## config.mk

```make
export PLATFORM = sky130hd
export DESIGN_NAME = cpu_sfifo
export DESIGN_NICKNAME = d
export VERILOG_FILES = /design/src/rtl/cpu_sfifo.sv
export SDC_FILE = /design/constraint.sdc
export NUM_CORES = 1
export LEC_CHECK = 0
export BUFFER_PORTS_ARGS = -buffer_cell sky130_fd_sc_hd__buf_2
export CAP_MARGIN = 20
export CORE_MARGIN = 10
export CORE_UTILIZATION = 45
export CTS_CLUSTER_SIZE = 16
export DETAILED_ROUTE_END_ITERATION = 16
export PLACE_DENSITY = 0.74
export SLEW_MARGIN = 25
export SYNTH_ARGS = -nofsm -noshare
export SYNTH_HDL_FRONTEND = slang
export SYNTH_SLANG_ARGS = --single-unit
```

## constraint.sdc

```tcl
create_clock -name clk -period 2.68 [get_ports clk]
set_input_delay 0.536 -clock clk [delete_from_list [all_inputs] [get_ports clk]]
set_output_delay 0.536 -clock clk [all_outputs]
set_load 0.02 [all_outputs]
```

## src/rtl/cpu_sfifo.sv

```systemverilog
// cpu_sfifo - parametrised synchronous FIFO for the CPU fetch/LSU <-> bus path.
//
// Capacity is 2^DEPTH entries; the pointers carry one extra wrap bit so a
// completely full FIFO can be told apart from an empty one.
// FWFT=0 gives a registered dout with one cycle of read latency.
// FWFT=1 shows the head word on dout whenever the FIFO is not empty.
//
// Ports:
//   clk          clock, all state on the rising edge
//   rst          asynchronous reset, active low
//   flush        synchronous clear of the contents and the error flags
//   wr_en, din   write request and write data
//   rd_en        read / pop request
//   dout         read data
//   dout_vld     standard mode: dout was updated by a read this cycle
//                FWFT mode: same as ~empty
//   empty, full  occupancy is 0 / 2^DEPTH
//   almost_full  count >= AF_LEVEL
//   almost_empty count <= AE_LEVEL
//   count        current occupancy (DEPTH+1 bits)
//   overflow     sticky: a write was rejected
//   underflow    sticky: a read was rejected
module cpu_sfifo #(
    parameter int WIDTH    = 8,
    parameter int DEPTH    = 2,
    parameter int FWFT     = 0,
    parameter int AF_LEVEL = 3,
    parameter int AE_LEVEL = 1
) (
    input  logic             clk,
    input  logic             rst,
    input  logic             flush,
    input  logic             wr_en,
    input  logic [WIDTH-1:0] din,
    input  logic             rd_en,
    output logic [WIDTH-1:0] dout,
    output logic             dout_vld,
    output logic             empty,
    output logic             full,
    output logic             almost_full,
    output logic             almost_empty,
    output logic [DEPTH:0]   count,
    output logic             overflow,
    output logic             underflow
);

    localparam int unsigned CAP = 1 << DEPTH;
    localparam logic [DEPTH:0] AF_L = (DEPTH+1)'(AF_LEVEL);
    localparam logic [DEPTH:0] AE_L = (DEPTH+1)'(AE_LEVEL);

    logic [WIDTH-1:0] mem [CAP];
    logic [DEPTH:0]   wr_ptr;
    logic [DEPTH:0]   rd_ptr;
    logic [DEPTH-1:0] wr_idx;
    logic [DEPTH-1:0] rd_idx;
    logic             rd_acc;
    logic             wr_acc;

    // All status is derived from the registered pointers only.
    always_comb begin
        wr_idx       = wr_ptr[DEPTH-1:0];
        rd_idx       = rd_ptr[DEPTH-1:0];
        count        = wr_ptr - rd_ptr;
        empty        = (wr_ptr == rd_ptr);
        full         = (wr_idx == rd_idx) && (wr_ptr[DEPTH] != rd_ptr[DEPTH]);
        almost_full  = (count >= AF_L);
        almost_empty = (count <= AE_L);
        rd_acc       = rd_en & ~empty;
        // A write into a full FIFO is allowed when a pop frees a slot this cycle.
        wr_acc       = wr_en & (~full | rd_acc);
    end

    always_ff @(posedge clk or negedge rst) begin
        if (!rst) begin
            wr_ptr    <= '0;
            rd_ptr    <= '0;
            overflow  <= 1'b0;
            underflow <= 1'b0;
        end else if (flush) begin
            wr_ptr    <= '0;
            rd_ptr    <= '0;
            overflow  <= 1'b0;
            underflow <= 1'b0;
        end else begin
            if (wr_acc)
                wr_ptr <= wr_ptr + 1'b1;
            if (rd_acc)
                rd_ptr <= rd_ptr + 1'b1;
            if (wr_en & ~wr_acc)
                overflow <= 1'b1;
            if (rd_en & ~rd_acc)
                underflow <= 1'b1;
        end
    end

    // The storage array has no reset. While rst is low the pointers are held
    // at zero, so anything written into the array is never made visible.
    always_ff @(posedge clk) begin
        if (wr_acc && !flush)
            mem[wr_idx] <= din;
    end

    generate
        if (FWFT != 0) begin : g_fwft
            // The head word is driven straight from the array; it is forced to
            // zero while empty so that reset shows dout = 0 at once.
            always_comb begin
                dout     = empty ? '0 : mem[rd_idx];
                dout_vld = ~empty;
            end
        end else begin : g_std
            logic [WIDTH-1:0] dout_q;
            logic             vld_q;

            always_ff @(posedge clk or negedge rst) begin
                if (!rst) begin
                    dout_q <= '0;
                    vld_q  <= 1'b0;
                end else if (flush) begin
                    vld_q  <= 1'b0;
                end else begin
                    vld_q <= rd_acc;
                    if (rd_acc)
                        dout_q <= mem[rd_idx];
                end
            end

            always_comb begin
                dout     = dout_q;
                dout_vld = vld_q;
            end
        end
    endgenerate

endmodule
```

-- Word-level counts from Yosys, hierarchy flattened
Memories as Yosys holds them, arrays and structs flattened. A register that Yosys moved wholly into a read port is not among the register bits.
Index checks and enable logic that the tools add are counted.
- flip-flop bits (word level): 9
- bits in writable memories: 32
- input bits: 13
- output and inout port bits: 18
- memories: 1
- memories (name ; depth ; width ; read ports ; clocked after Yosys merged registers in ; write ports ; line ; text):
    mem ; 4 ; 8 ; 1 ; 1 ; 1 ; 51 ; logic [WIDTH-1:0] mem [CAP];
- $add $sub $neg: 3
- magnitude comparators: 2
- eq/ne operators: 3
- multiplexer cells: 11
- bitwise operators: 10
- reduce and logical (&&, ||, !) cells: 9
- operators by type and width (operator ; count):
    $mux W3 ; 4
    $reduce_bool A2 Y1 ; 4
    $mux W1 ; 7
    $add A3 B1 Y3 const B ; 2
    $not A1 Y1 ; 5
    $and A1 B1 Y1 ; 4
    $eq A3 B3 Y1 ; 1
    $ge A3 B2 Y1 const B ; 1
    $le A3 B1 Y1 const B ; 1
    $sub A3 B3 Y3 ; 1
    $eq A2 B2 Y1 ; 1
    $logic_and A1 B1 Y1 ; 2
    $logic_not A1 Y1 ; 2
    $reduce_and A2 Y1 ; 1
    $ne A1 B1 Y1 ; 1
    $or A1 B1 Y1 ; 1

-- Longest topological paths before layout
- word-level depth: 9
- mapped depth: 6
- gate-level depth less buffers: 6

-- Least setup slack after synthesis
No wires, ideal clock.
- kind: reg-to-output
- start: reg rd_ptr[1]
- end: out almost_full
- arrival: 1.894 ns
- required time: 2.144 ns
- slack: 0.250 ns
- stages on the path, launching flop included: 6
- buffers on the path: 1
- cells stage by stage: dfrtp_1 > clkbuf_1 > inv_1 > fa_1 > xnor2_1 > a21o_1
- cells in the longest elaborated chain, start to end: 2
- RTL lines (item ; line ; text):
    start: declaration ; 53 ; logic [DEPTH:0] rd_ptr;
    start signal: assignment ; 88 ; rd_ptr <= rd_ptr + 1'b1;
    $sub A3 B3 Y3 ; 63 ; count = wr_ptr - rd_ptr;
    via count[2] ; 42 ; output logic [DEPTH:0] count,
    $ge A3 B2 Y1 ; 66 ; almost_full = (count >= AF_L);
    end: declaration ; 40 ; output logic almost_full,
The timed path passes the listed nets, and every way through them passes these cells.

-- Worst setup path after layout
- start: reg wr_ptr[0]
- end: out almost_full
- cells in the longest elaborated chain, start to end: 2
- RTL lines (item ; line ; text):
    start: declaration ; 52 ; logic [DEPTH:0] wr_ptr;
    start signal: assignment ; 86 ; wr_ptr <= wr_ptr + 1'b1;
    $sub A3 B3 Y3 ; 63 ;
    $ge A3 B2 Y1 ; 66 ;
Every way passes these cells.

==> impl_metrics.py <==
metrics = {
    "placed_design": {
        "portBuffers": 30,
        "dp_hpwl_um": 3040,
        "place_congestion": 0.791,
    },
    "final_layout": {
        "n_fill_cell": 363,
        "nNetsFinal": 183,
        "multi_input_area_um2": 658,
        "register_area_um2": 1390,
        "drive_above_1_share_pct": 38.0,
        "areaGrowthSynthToFinish_pct": 15.5,
        "antenna_cells": 0,
    },
    "sta": {
        "drv_slew": 0,
        "fin_tns_setup_ns": 0,
        "relSlewSlack_pct": 69.7,
        "finalCriticalPeriod_ns": 2.48,
        "skew_ns": 0.00633,
        "setup_viol": 0,
        "rsz0062_at_grt": "false",
        "worstMarginPinSlew_ns": 0.452,
        "max_freq_ghz": 0.403,
        "period_share_pct": 92.6,
        "hold_viol": 0,
    },
    "grt": {
        "overflow": 0,
        "grtUsageTotal_pct": 11.3,
        "grt_pass1_vias": 1290,
        "grt_pass1_wl_um": 6640,
        "grt_antenna_before_repair": 0,
        "grt_max_degree": 18,
    },
    "die": {
        "io_pins": 31,
        "core_um2": 4410,
        "rows": 24,
        "start_util_pct": 47.2,
        "fp.dieH_um": 88.0,
        "die_w_um": 88.0,
        "dieArea_um2": 7750,
    },
    "drt": {
        "wl_per_cell_um": 18.7,
        "vias": 1155,
        "via_per_inst": 5.37,
        "drt_iter0_drc": 109,
        "finalWirelength_um": 4010,
        "ant_nets": 0,
        "drt_first_pass_iters": 5,
        "drcViolationCount": 0,
    },
    "synthesis": {
        "ys_warn_count": 0,
        "synth_top_area_cell": "edfxtp_1",
        "syn_area_um2": 2080,
        "yosys.area_share.adder_pct": 5.17,
        "ys_seq_area_share_pct": 66.5,
        "ys_types": 30,
        "synth_compound_area_share_pct": 4.56,
        "synthMuxAreaShare_pct": 15.1,
        "ys_ff_latch": 49,
        "synth.avg_cell_area_um2": 16.7,
        "ys_top_cells_by_area": "edfxtp_1 (46%), dfrtp_1 (20%), mux4_2 (8.6%)",
        "synthXorXnorAreaFrac_pct": 1.26,
        "yosys.area_share.simple_pct": 5.17,
        "syn_inst": 125,
        "yosysTopAreaCellShare_pct": 46.1,
        "syn_nets": 146,
        "synth_top_family_by_area": "multiplexers",
    },
    "clocking": {
        "clk_latency_ns": 0.30,
        "cts.path.max_buffers": 2,
        "cts_buffers": 5,
        "clockRootBuffer": "clkbuf_8",
        "cts_tree": "built",
        "htreeDepth": 2,
        "numClockSinks": 49,
        "hold_buffers": 0,
        "path_clk_slew_ns": 0.09,
    },
    "critical_path": {
        "cpMaxStageDelayCell": "dfrtp_1",
        "crit_path_max_incr_delay_ns": 0.42,
        "start_kind": "flop",
        "cp.required_ns": 2.14,
        "path_cells": "inv_1 -> ha_1 -> inv_1 -> fa_1 -> xnor2_2 -> a21o_1 -> buf_2",
        "cp_data_arrival_time_ns": 1.94,
        "worst-path-max-fanout": 4,
        "path_class": "reg -> out",
        "rr_worst_depth": 5,
        "cp_common_cell": "inv_1",
        "critPathCaptureType": "output pin",
    },
    "power_and_ir_drop": {
        "leakagePower_uw": 0.000990,
        "vdd_drop_max_v": 0.000378,
        "power.density_nw_per_um2": 823,
        "power_uw": 1980,
    },
    "outcome": {
        "run_status": "finished clean",
    },
    "worst_hold_path": {
        "hold_class": "in -> async",
    },
    "run": {
        "max_cap_violations": 0,
    },
}
## synthesized netlist by cell type
cell	n
xor2_1	1
o2111ai_1	1
dfrtp_1	17
o21ai_0	1
clkbuf_2	1
a41oi_1	1
a21oi_1	1
o31a_1	1
inv_1	9
nor2b_1	3
fa_1	1
xnor2_1	2
and2_1	1
nand3_1	1
a31oi_1	1
clkbuf_1	2
and3_1	4
nand2_1	3
mux2_2	11
o211ai_1	1
mux4_2	8
or4_1	1
o31ai_1	1
edfxtp_1	32
o311ai_0	1
a21o_1	1
o211ai_4	1
ha_1	7
nor2_1	9
mux2i_1	1
## layer usage
metal  up-vias  share of wire (%)  wire length (µm)  track usage [%]
met5         -                  0                 0                0
met4         0                1.4                56             3.71
met3         8                6.1               245             3.81
met2        32                 53              2130             19.5
met1       575                 39              1580             12.9
li1        540                  -                 -                -
## worst max-delay path, delay by kind of cell, from the launching register on
family                   cells  cell delay, ns
flip-flops                   1            0.42
XOR/XNOR                     1            0.17
adder cells (fa/ha/maj)      2            0.56
AO/OA/AOI/OAI                1            0.16
buffers and inverters        3            0.34
## registers in the layout, indices dropped and copies added (netlist names)
register	flops
mem	32
dout_vld	1
underflow	1
dout	8
overflow	1
rd_ptr	3
wr_ptr	3
## report_power, final
part / leakage (µW) / internal, µW / switching [µW] / total, µW
combinational: 0.000438 / 244 / 358 / 602
clock: 0.0000445 / 185 / 251 / 436
sequential: 0.000508 / 898 / 43.6 / 942
## metrics by stage
stage	instances	instance area, µm²	utilization (%)	hold slack [ns]	setup WS (ns)
after detailed placement	207	2310	52.3	0.491	0.513
after global routing	215	2410	54.5	0.167	0.0563
after floorplan	125	2080	-	0.240	0.250
after global placement	207	2310	52.3	0.477	0.583
after CTS	215	2400	54.3	0.159	0.171
final	215	2410	54.5	0.154	0.199
## repair_timing
action                     in CTS  in global routing
buffers inserted                0                  0
gates resized for setup         0                  1
setup endpoints to repair       0                  1
## kinds of logic after synthesis
family / Yosys count
flops: 49
simple gates: 22
mux: 20
buf+inv: 12
compound gates: 11
fa+ha+maj: 8
xor+xnor: 3
## final timing paths
| kind | slack [ns] | to | from |
|---|---|---|---|
| worst max-delay path | 0.20 | almost_full | wr_ptr[0]$_DFFE_PN0P_ |
| worst min-delay path | 0.15 | dout_vld$_DFF_PN0_ | rst |
| worst max register to register | 0.54 | mem[1][5]$_DFFE_PP_ | wr_ptr[0]$_DFFE_PN0P_ |
| worst min register to register | 0.51 | dout[4]$_DFFE_PN0P_ | dout[4]$_DFFE_PN0P_ |
| max in group asynchronous | 2.23 | dout[5]$_DFFE_PN0P_ | rst |
| min in group clk | 0.44 | mem[1][7]$_DFFE_PP_ | din[7] |
## cells in the final DEF (no fill, tap or decap), types with 3 or more instances in the layout
cell | Yosys | routed
mux4_2 | 8 | 8
nand2_1 | 3 | 3
buf_2 | 0 | 30
edfxtp_1 | 32 | 32
inv_1 | 9 | 9
nor2b_1 | 3 | 3
ha_1 | 7 | 7
buf_4 | 0 | 3
and3_1 | 4 | 4
mux2_2 | 11 | 11
nor2_1 | 9 | 9
clkbuf_8 | 0 | 5
dfrtp_1 | 17 | 17
## final cells by class
type / count / area share [%]
multi-input combinational: 64 / 27.4
tap: 52 / 2.70
clock buffer: 5 / 2.86
clock inverter: 3 / 0.884
timing repair buffer: 33 / 7.18
sequential: 49 / 57.6
inverter: 9 / 1.40
Note: power is estimated with default switching activity, not from simulation.
